<file path="src/rtl/instr_reg_sched.sv">
// Instruction register scheduler: round-robin arbitration of two producers onto the
// register load port, circular FIFO pointer/count management, and a 3-state read sequencer.
module instr_reg_sched #(
   parameter int NUM_ENTRIES = 32,
   parameter int AW          = 5,
   parameter int OPW         = 32,
   parameter int OPCW        = 4,
   parameter int IW          = 72
) (
   input  logic            clk,
   input  logic            reset_n,
   input  logic            req0_valid,
   input  logic            req1_valid,
   output logic            req0_ready,
   output logic            req1_ready,
   input  logic [OPCW-1:0] req0_opcode,
   input  logic [OPCW-1:0] req1_opcode,
   input  logic [OPW-1:0]  req0_operand_a,
   input  logic [OPW-1:0]  req1_operand_a,
   input  logic [OPW-1:0]  req0_operand_b,
   input  logic [OPW-1:0]  req1_operand_b,
   output logic            load_en,
   output logic [OPCW-1:0] opcode,
   output logic [OPW-1:0]  operand_a,
   output logic [OPW-1:0]  operand_b,
   output logic [AW-1:0]   write_pointer,
   output logic [AW-1:0]   read_pointer,
   input  logic [IW-1:0]   instruction_word,
   input  logic            rd_req,
   output logic            rd_valid,
   output logic [IW-1:0]   rd_data,
   output logic [AW:0]     count,
   output logic            full,
   output logic            empty
);

   typedef enum logic [1:0] {S_IDLE, S_FETCH, S_DONE} state_t;

   state_t          state_q, state_d;
   logic [AW-1:0]   wp_q, wp_d, rp_q, rp_d, write_pointer_q, write_pointer_d;
   logic [AW:0]     count_q, count_d;
   logic            last_grant_q, last_grant_d;
   logic            load_en_q, load_en_d;
   logic [OPCW-1:0] opcode_q, opcode_d;
   logic [OPW-1:0]  operand_a_q, operand_a_d, operand_b_q, operand_b_d;
   logic            rd_valid_q, rd_valid_d;
   logic [IW-1:0]   rd_data_q, rd_data_d;
   logic            gnt0, gnt1, full_c, empty_c, done;

   always_comb begin
      // In-flight load counts toward occupancy so a second grant can't overrun.
      full_c  = ((AW+2)'(count_q) + (AW+2)'(load_en_q)) == (AW+2)'(NUM_ENTRIES);
      empty_c = (count_q == '0);
      // last_grant_q = 1 means req1 won last; reset_n gating keeps grants low in reset.
      gnt0 = reset_n && !full_c && req0_valid && (!req1_valid || last_grant_q);
      gnt1 = reset_n && !full_c && req1_valid && (!req0_valid || !last_grant_q);

      last_grant_d    = last_grant_q;
      load_en_d       = 1'b0;
      opcode_d        = opcode_q;
      operand_a_d     = operand_a_q;
      operand_b_d     = operand_b_q;
      write_pointer_d = write_pointer_q;
      wp_d            = wp_q;
      if (gnt0 || gnt1) begin
         last_grant_d    = gnt1;
         load_en_d       = 1'b1;
         opcode_d        = gnt1 ? req1_opcode    : req0_opcode;
         operand_a_d     = gnt1 ? req1_operand_a : req0_operand_a;
         operand_b_d     = gnt1 ? req1_operand_b : req0_operand_b;
         write_pointer_d = wp_q;
         wp_d            = wp_q + AW'(1);
      end

      state_d    = state_q;
      rd_valid_d = 1'b0;
      rd_data_d  = rd_data_q;
      rp_d       = rp_q;
      done       = 1'b0;
      case (state_q)
         S_IDLE:  if (rd_req && !empty_c) state_d = S_FETCH;
         S_FETCH: state_d = S_DONE;
         S_DONE: begin
            done       = 1'b1;
            rd_data_d  = instruction_word;
            rd_valid_d = 1'b1;
            rp_d       = rp_q + AW'(1);
            state_d    = S_IDLE;
         end
         default: state_d = S_IDLE;
      endcase

      count_d = count_q;
      case ({load_en_q, done})
         2'b10:   count_d = count_q + (AW+1)'(1);
         2'b01:   count_d = count_q - (AW+1)'(1);
         default: count_d = count_q;
      endcase
   end

   always_ff @(posedge clk or negedge reset_n) begin
      if (!reset_n) begin
         state_q         <= S_IDLE;
         wp_q            <= '0;
         rp_q            <= '0;
         write_pointer_q <= '0;
         count_q         <= '0;
         last_grant_q    <= 1'b1;
         load_en_q       <= 1'b0;
         opcode_q        <= '0;
         operand_a_q     <= '0;
         operand_b_q     <= '0;
         rd_valid_q      <= 1'b0;
         rd_data_q       <= '0;
      end else begin
         state_q         <= state_d;
         wp_q            <= wp_d;
         rp_q            <= rp_d;
         write_pointer_q <= write_pointer_d;
         count_q         <= count_d;
         last_grant_q    <= last_grant_d;
         load_en_q       <= load_en_d;
         opcode_q        <= opcode_d;
         operand_a_q     <= operand_a_d;
         operand_b_q     <= operand_b_d;
         rd_valid_q      <= rd_valid_d;
         rd_data_q       <= rd_data_d;
      end
   end

   assign req0_ready    = gnt0;
   assign req1_ready    = gnt1;
   assign load_en       = load_en_q;
   assign opcode        = opcode_q;
   assign operand_a     = operand_a_q;
   assign operand_b     = operand_b_q;
   assign write_pointer = write_pointer_q;
   assign read_pointer  = rp_q;
   assign rd_valid      = rd_valid_q;
   assign rd_data       = rd_data_q;
   assign count         = count_q;
   assign full          = full_c;
   assign empty         = empty_c;

endmodule

</file>
<file path="config.mk">
export PLATFORM = sky130hd
export DESIGN_NAME = instr_reg_sched
export DESIGN_NICKNAME = d
export VERILOG_FILES = /design/src/rtl/instr_reg_sched.sv
export SDC_FILE = /design/constraint.sdc
export NUM_CORES = 1
export LEC_CHECK = 0
export ABC_AREA = 1
export BUFFER_PORTS_ARGS = -buffer_cell sky130_fd_sc_hd__buf_2
export CAP_MARGIN = 40
export CORE_MARGIN = 4
export CORE_UTILIZATION = 40
export CTS_CLUSTER_DIAMETER = 150
export DETAILED_ROUTE_END_ITERATION = 8
export PLACE_DENSITY = 0.7
export SLEW_MARGIN = 25
export SYNTH_ARGS = -nofsm -noshare
export SYNTH_HDL_FRONTEND = slang
export SYNTH_SLANG_ARGS = --single-unit
</file>
<file path="constraint.sdc">
create_clock -name clk -period 2.97 [get_ports clk]
set_input_delay 0.1485 -clock clk [delete_from_list [all_inputs] [get_ports clk]]
set_output_delay 0.1485 -clock clk [all_outputs]
set_load 0.005 [all_outputs]
</file>
==> impl_metrics.tcl <==
set metrics [dict create \
    setup-tns-final_ns 0 \
    drive_above_1_share_pct 29.1 \
    tritoncts "done" \
    die_x_um 149 \
    start_util_pct 40.8 \
    avgViaCountPerCell 4.69 \
    crit_chain "ha_1 > ha_1 > nor2_1 > nand2_1 > nor2_1 > nand3_2 > nand3_2 > buf_12 > inv_1 > buf_2" \
    period_minus_slack_ns 2.63 \
    setup.worst_path.start_class "flop" \
    r2r-start "count[0]" \
    async_flop_share_pct 100 \
    holdPathStages 5 \
    slew_violations 0 \
    slowest_stage "dfrtp_1" \
    clkSinkCount 166 \
    hold_ws_ns 0.0293 \
    fin_area_mm2 0.0115 \
    synth_common_cells "nand2_1, dfrtp_1, inv_1, nand3_1, nand4_1" \
    grt_pass1_wl_mm 41.4 \
    dpl_cell_area_mm2 0.0101 \
    htreeDepth 4 \
    clock_latency_ns 0.42 \
    die_height_um 149 \
    nets 1686 \
    grt-ovfl-total 0 \
    grtUsageTotal_pct 23.4 \
    synthCells 1044 \
    wire_per_inst_um 15.4 \
    rsz0062_at_grt "no" \
    worstPathMaxFanout 70 \
    fin_skew_ns 0.0147 \
    grt_max_degree 77 \
    dp.cells 1635 \
    synth_cell_type_count 29 \
    ys_warn_count 0 \
    maxSlewHeadroom_pct 47.3 \
    min_period_over_period_pct 88.4 \
    antenna_found_initial 6 \
    r2r_slack_ns 0.51 \
    netlist_area_mm2 0.00800 \
    r2r.worst_path.cells 11 \
    cts_setup_buffers 0 \
    hold_path_end "operand_b[19]" \
    wl_mm 26.8 \
    syn-num-nets 1267 \
    root_buffer "clkbuf_16" \
    path_class "flop to primary output" \
    irDropWorstVdd_v 0.000358 \
    io-pin-count 375 \
    status "complete, no violations" \
    seq_area_frac_synth_pct 52.0 \
    worst_setup_path_end_kind "primary output" \
    rr_endpoint "operand_a[16]" \
    p_seq_share_pct 39.0 \
    dr.pass1.iters 5 \
    rows 51 \
    synth_top_area_share_pct 51.6 \
    ys_top_cells_by_area "dfrtp_1, nand2_1, inv_1" \
    holdCritStartpoint "req0_operand_b[19]" \
    ys.flop_type "dfrtp_1" \
    synth_most_common_cell "nand2_1" \
    finalPower_mw 9.84 \
    finalNonFillerCells 1743 \
    dpl.hpwl_mm 17.7 \
    comb_power_share_pct 35.9 \
    yosysTopAreaCell "dfrtp_1" \
    tightest_slew_ns 0.790 \
    cp_data_required_time_ns 2.82 \
    internal-power_mw 6.26 \
    vias 8167 \
    slowest_delay_ns 0.47 \
    postCtsHoldBufs 74 \
    syn_avg_cell_area_um2 7.66 \
    first_global_vias 8106 \
    place.port_buffers 374 \
    drt_iter0_drc 279 \
    maxCapViolations 0 \
    dieArea_mm2 0.0223 \
    post_cts_resized 0 \
    cts_buffers 17 \
    swShare_pct 36.4 \
    synth_edf_count 0 \
    hold_viol 0 \
    worstPathArrival_ns 2.48 \
    cts_buffer_depth 2 \
    ant_nets 0 \
    path_clk_slew_ns 0.07 \
    leakage_nw 6.90 \
    syn_to_final_growth_pct 43.5 \
    clkPwrFrac_pct 25.1 \
    finalSetupViolations 0 \
    synth-seq-cells 166 \
    core_area_mm2 0.0196 \
    powerDensity_mw_per_mm2 858 \
    timing.fmax_mhz 381 \
    hold_class "input port to flop" \
    drc 0 \
    netSwitchingPower_mw 3.58 \
    gp_congestion 0.820 \
]
[placed cells by master (no fill, tap or decap), types with 2 or more instances in the layout]
cell type      count
nor2_1             9
bufinv_16          5
inv_2              2
a21oi_1            4
dfrtp_1          165
nand2_1          461
buf_2            373
dlygate4sd3_1     74
o21ai_0           11
diode_2            3
xor2_1             4
clkbuf_16         17
xnor2_1            6
inv_6              5
clkinv_2           2
ha_1               9
buf_4             11
nand3_2            2
nand4_1           71
nand2_2            2
buf_12             3
nand3_1           75
inv_1            151
[through the flow]
step / utilization, % / setup WS [ns]
2_1_floorplan: - / 0.715
3_3_place_gp: 51.4 / 0.573
3_5_place_dp: 51.4 / 0.514
4_1_cts: 58.5 / 0.303
5_1_grt: 58.6 / 0.193
6_report: 58.6 / 0.344
[flip-flops by register name (all words and copies together) (netlist names)]
name and count:
count 6, load_en 1, state_q 2, last_grant_q 1, read_pointer 5, write_pointer 5
rd_valid 1, wp_q 5, rd_data 72, operand_b 32, operand_a 32, opcode 4
[worst max-delay path by stage]
stage          startpoint               end  slack, ns  cells after the start
3_3_place_gp     count[0]  write_pointer[3]       0.57                     10
6_report         count[0]        req1_ready       0.34                     10
4_1_cts          count[0]        req1_ready       0.30                     10
3_5_place_dp     count[0]           wp_q[2]       0.51                     10
5_1_grt          count[0]        req1_ready       0.19                     10
2_1_floorplan  state_q[0]          count[5]       0.72                     14
[routing by layer]
layer | GRT usage, % | wire length, um | vias to the layer above
met4 | 7.46 | 541 | 6
li1 | - | - | 4044
met5 | 0 | 28 | -
met2 | 41.3 | 13400 | 334
met1 | 27.1 | 10500 | 3737
met3 | 7.47 | 2390 | 46
[power by group through the flow]
| stage | Sequential (mW) | Clock (mW) | Combinational (mW) |
|---|---|---|---|
| floorplan | 3.89 | 0 | 1.68 |
| global placement | 3.83 | 0 | 3.38 |
| detailed placement | 3.82 | 0 | 3.48 |
| CTS | 3.81 | 2.51 | 3.55 |
| global route | 3.95 | 2.62 | 3.99 |
| finish | 3.84 | 2.47 | 3.54 |
[kinds of logic after synthesis]
logic type | after synthesis | share of synthesized area [%]
simple gates | 623 | 32.9
flops | 166 | 52.0
compound gates | 20 | 1.46
xor+xnor | 10 | 1.10
buf+inv | 215 | 10.9
fa+ha+maj | 10 | 1.66
[critical path: cells and delay by family, from the launching register on]
| family | cells | cell delay (ns) |
|---|---|---|
| flip-flops | 1 | 0.47 |
| AND/OR/NAND/NOR | 5 | 0.55 |
| adder cells (fa/ha/maj) | 2 | 0.52 |
| buffers and inverters | 3 | 0.49 |
[layout make-up]
cell class,instances,area [um2]
repair buffers,462,2770
diodes,3,7.51
clock inverters,13,215
well taps,265,332
fillers,1746,8120
multi-input cells,663,2980
flip-flops and latches,166,4160
clock buffers,18,439
inverters,153,574
Power figures use the tool's default switching activity.
